[src/rtl/hist_stats_collector.sv]
// Reduces a histogram dump to total/peak/peak-index/occupancy and emits it as a byte frame.
// Define HIST_STATS_CHECKSUM_EN to append an XOR checksum byte (B4) to each result frame.
module hist_stats_collector #(
  parameter int NUM_BINS = 32
) (
  input  logic       clk,
  input  logic       rst,
  input  logic       bin_valid,
  input  logic [3:0] bin_data,
  input  logic       bin_last,
  output logic       out_valid,
  output logic [7:0] out_data,
  output logic       out_last,
  input  logic       out_ready,
  output logic       busy
);

  typedef enum logic [1:0] {ACCUM, EMIT, RESYNC} state_t;

  localparam logic [4:0] LAST_IDX = 5'(NUM_BINS - 1);
`ifdef HIST_STATS_CHECKSUM_EN
  localparam logic [2:0] LAST_BYTE = 3'd4;
`else
  localparam logic [2:0] LAST_BYTE = 3'd3;
`endif

  state_t     state_reg, state_next;
  logic [4:0] idx_reg;
  logic [8:0] sum_reg;
  logic [3:0] max_cnt_reg;
  logic [4:0] max_idx_reg;
  logic [5:0] nz_cnt_reg;
  logic       len_err_reg, drop_err_reg, pend_drop_reg, resync_reg;
  logic [2:0] byte_cnt_reg;
  logic [7:0] out_data_reg;
  logic       out_last_reg;

  logic       at_end, close_beat, accept, frame_done, drop_beat, enter_accum;
  logic [8:0] sum_next;
  logic [2:0] byte_num;
  logic [7:0] b1, b2, b3, byte_next;

  assign at_end      = (idx_reg == LAST_IDX);
  assign close_beat  = (state_reg == ACCUM) && bin_valid && (bin_last || at_end);
  assign accept      = out_valid && out_ready;
  assign frame_done  = accept && (byte_cnt_reg == LAST_BYTE);
  assign drop_beat   = bin_valid && (state_reg != ACCUM);
  assign enter_accum = (state_reg != ACCUM) && (state_next == ACCUM);
  assign sum_next    = sum_reg + {5'd0, bin_data};

  assign b1       = {sum_reg[8], 2'b00, max_idx_reg};
  assign b2       = {len_err_reg, drop_err_reg, nz_cnt_reg};
  assign b3       = {4'h0, max_cnt_reg};
  assign byte_num = byte_cnt_reg + 3'd1;

  always_comb begin
    byte_next = 8'h00;
    case (byte_num)
      3'd1: byte_next = b1;
      3'd2: byte_next = b2;
      3'd3: byte_next = b3;
`ifdef HIST_STATS_CHECKSUM_EN
      3'd4: byte_next = sum_reg[7:0] ^ b1 ^ b2 ^ b3;
`endif
      default: byte_next = 8'h00;
    endcase
  end

  always_ff @(posedge clk) begin
    if (rst) state_reg <= ACCUM;
    else     state_reg <= state_next;
  end

  // A beat dropped on the final-accept cycle decides where we land, like any other dropped beat.
  always_comb begin
    state_next = state_reg;
    case (state_reg)
      ACCUM:  if (close_beat) state_next = EMIT;
      EMIT: begin
        if (frame_done) begin
          if (bin_valid) state_next = bin_last ? ACCUM : RESYNC;
          else           state_next = resync_reg ? RESYNC : ACCUM;
        end
      end
      RESYNC: if (bin_valid && bin_last) state_next = ACCUM;
      default: state_next = ACCUM;
    endcase
  end

  always_ff @(posedge clk) begin
    if (rst) begin
      idx_reg       <= '0;
      sum_reg       <= '0;
      max_cnt_reg   <= '0;
      max_idx_reg   <= '0;
      nz_cnt_reg    <= '0;
      len_err_reg   <= 1'b0;
      drop_err_reg  <= 1'b0;
      pend_drop_reg <= 1'b0;
      resync_reg    <= 1'b0;
      byte_cnt_reg  <= '0;
      out_data_reg  <= '0;
      out_last_reg  <= 1'b0;
    end else begin
      if (state_reg == ACCUM && bin_valid) begin
        idx_reg <= idx_reg + 5'd1;
        sum_reg <= sum_next;
        if (bin_data > max_cnt_reg) begin
          max_cnt_reg <= bin_data;
          max_idx_reg <= idx_reg;
        end
        if (bin_data != 4'd0) nz_cnt_reg <= nz_cnt_reg + 6'd1;
        if (close_beat) begin
          len_err_reg  <= !(bin_last && at_end);
          resync_reg   <= at_end && !bin_last;
          byte_cnt_reg <= '0;
          out_data_reg <= sum_next[7:0];
          out_last_reg <= 1'b0;
        end
      end
      if (drop_beat) begin
        pend_drop_reg <= 1'b1;
        if (state_reg == EMIT) resync_reg <= !bin_last;
      end
      if (accept && !frame_done) begin
        byte_cnt_reg <= byte_num;
        out_data_reg <= byte_next;
        out_last_reg <= (byte_num == LAST_BYTE);
      end
      if (enter_accum) begin
        idx_reg       <= '0;
        sum_reg       <= '0;
        max_cnt_reg   <= '0;
        max_idx_reg   <= '0;
        nz_cnt_reg    <= '0;
        len_err_reg   <= 1'b0;
        drop_err_reg  <= pend_drop_reg || drop_beat;
        pend_drop_reg <= 1'b0;
      end
    end
  end

  assign out_valid = (state_reg == EMIT);
  assign out_data  = out_data_reg;
  assign out_last  = out_last_reg;
  assign busy      = (state_reg != ACCUM);

endmodule
[config.mk]
export PLATFORM = sky130hd
export DESIGN_NAME = hist_stats_collector
export DESIGN_NICKNAME = d
export VERILOG_FILES = /design/src/rtl/hist_stats_collector.sv
export SDC_FILE = /design/constraint.sdc
export NUM_CORES = 1
export LEC_CHECK = 0
export CORE_MARGIN = 5
export CORE_UTILIZATION = 45
export CTS_CLUSTER_DIAMETER = 200
export DETAILED_ROUTE_END_ITERATION = 8
export HOLD_SLACK_MARGIN = 0.08
export PLACE_DENSITY = 0.61
export SYNTH_ARGS = -nofsm -noshare
export SYNTH_HDL_FRONTEND = slang
export SYNTH_SLANG_ARGS = --single-unit
export TNS_END_PERCENT = 10
[constraint.sdc]
create_clock -name clk -period 4.3 [get_ports clk]
set_input_delay 1.29 -clock clk [delete_from_list [all_inputs] [get_ports clk]]
set_output_delay 1.29 -clock clk [all_outputs]
set_load 0.05 [all_outputs]
==> flow_summary.toml <==
[run_status]
status = "complete, no violations"

[layout]
fin_nets = 324
drive_above_1_share = 0.0769
largest_reg_flops = 9
layout.cells.non_filler = 371
utilization = 0.517
final_common_cell = "dfxtp_1"
diodes = 0
final_cell_mix = "47 x dfxtp_1, 36 x nor2_1, 28 x nand2_1"
final_cell_area_um2 = 2810
nFillCells = 530
area_growth_pct = 13.8

[sta]
setup_tns_ns = 0
finalSetupViolations = 0
hold_violations = 0
max-slew-margin-rel = 0.476
setup_ws_ns = 1.01
clock_skew_ns = 0.00631
min_period_ns = 3.29
period_share = 0.765
worst_pin_slew_ns = 0.779
rsz0062_at_grt = "false"
timing.fmax_mhz = 304
finalMaxSlewViolations = 0

[global_route]
grt_max_degree = 18
grt_overflow = 0
grt_pass1_vias = 1965
grtUsageTotal = 0.168
grt_first_pass_wirelength_um = 9630
antenna_found_initial = 0

[setup_path]
start_kind = "flip-flop"
worstSetupPathType = "reg -> out"
cp_data_arrival_time_ns = 2.00
cp_max_fo = 10
r2r_setup_slack_ns = 2.06
crit_required_ns = 3.01
end_kind = "primary output"

[min_path]
worstHoldPathType = "reg -> reg"

[drt]
post_drt_wl_per_cell_um = 14.8
drtPass1Iterations = 4
vias_per_cell = 5.39
vias = 1998
drt_iter0_markers = 56
drc = 0
routed_wl_um = 5500
drtAntennaViolNets = 0

[place]
place_area_um2 = 2700
place_ws_ns = 0.760
place_hpwl_um = 4000
dp_cells = 363
numPortBuffers = 19
place_congestion = 0.820

[synthesis]
syn-num-nets = 309
ys_warn_count = 0
synth_seq_area_share = 0.381
netlist_area_um2 = 2470
synth.distinct_cells = 46
synth-seq-cells = 47
ys.flop_type = "dfxtp_1"
syn_area_per_cell_um2 = 8.74
synth_edf_count = 0
syn_inst = 283
ys_async_sr_fraction = 0

[cts]
htreeDepth = 2
clk_pin_slew_ns = 0.09
cts_tree = "done"
hold_buffers = 0
clk_latency_ns = 0.30
ctsRootBufferMaster = "clkbuf_8"
postCtsSetupBuffers = 0
clockBufferDepth = 2
ctsResizeCount = 0
cts_inserted_buffers = 5
clock_sinks = 47

[power_and_ir_drop]
ir_drop_mv = 0.153
p_clk_frac = 0.338
p_int_mw = 0.720
power_leakage_nw = 1.05
pwr-share-seq = 0.477
switchingPower_mw = 0.282
p_per_area_nw_per_um2 = 356
swShare = 0.281
comb_power_share = 0.184

[floorplanning]
ioPinCount = 20
fp.dieArea_um2 = 7080
start_util = 0.455
core_um2 = 5440
die_h_um = 84.1
fp-row-count = 27
die_w_um = 84.1

[flow_run]
max-cap-violations = 0
[synthesized netlist by cell type, drive strengths merged, types with 3 or more instances]
cell type / number / area, um2
nand3: 10 / 50.1
o31ai: 3 / 22.5
a21oi: 21 / 105
buf: 12 / 87.6
a211oi: 5 / 52.6
dfxtp: 47 / 941
o211ai: 3 / 22.5
xor2: 9 / 78.8
a221oi: 4 / 35.0
clkbuf: 6 / 22.5
nor2: 38 / 153
inv: 13 / 48.8
nand2: 28 / 105
nor3: 6 / 35.0
o21ai: 5 / 25.0
xnor2: 8 / 70.1
nor2b: 5 / 31.3
a222oi: 4 / 40.0
a311oi: 3 / 26.3
nand4: 4 / 25.0
ha: 16 / 200
a31oi: 3 / 18.8
mux2i: 11 / 110
[kinds of logic after synthesis]
logic type      share of synthesized area
simple gates                        0.200
xor+xnor                           0.0602
flops                               0.381
compound gates                      0.161
fa+ha+maj                          0.0891
mux                                0.0445
buf+inv                            0.0643
[metal layers]
layer  share of wire  vias up  routed length, um  global-route usage
met4           0.014        0                 75              0.0497
met5               0        -                  0                   0
li1                -     1020                  -                   -
met1            0.49      944               2720               0.231
met3           0.041        6                223              0.0395
met2            0.45       28               2480               0.263
[through the flow]
stage               hold WS (ns)  power [mW]
finish                     0.465        1.00
global route               0.499        1.06
CTS                        0.465        1.02
detailed placement         0.452       0.674
global placement           0.450       0.673
floorplan                  0.438       0.619
[power groups by stage]
stage	sequential (mW)	combinational, mW	clock [mW]
CTS	0.478	0.187	0.351
global placement	0.488	0.184	0
floorplan	0.503	0.116	0
detailed placement	0.488	0.186	0
global route	0.482	0.205	0.372
finish	0.478	0.185	0.339
[worst max-delay path, cell delays in order (launching register included)]
cell and delay (ns):
dfxtp_1 0.55, nor2b_1 0.30, clkdlybuf4s50_1 0.85
[layout make-up]
cell class              count  area [um2]  share of cell area
repair buffers             26         243              0.0863
clock buffers               6        82.6              0.0294
well taps                  72        90.1              0.0320
clock inverters             2        35.0              0.0125
multi-input cells         205        1370               0.488
inverters                  13        48.8              0.0173
flip-flops and latches     47         941               0.335
[worst paths after layout]
path	from	to	cells past startpoint
hold reg to reg	sum_reg[0]	sum_reg[0]	2
hold / removal	sum_reg[0]	sum_reg[0]	2
setup / recovery	state_reg[0]	out_valid	2
setup reg to reg	idx_reg[0]	out_data[0]	7
Power figures use the tool's default switching activity.
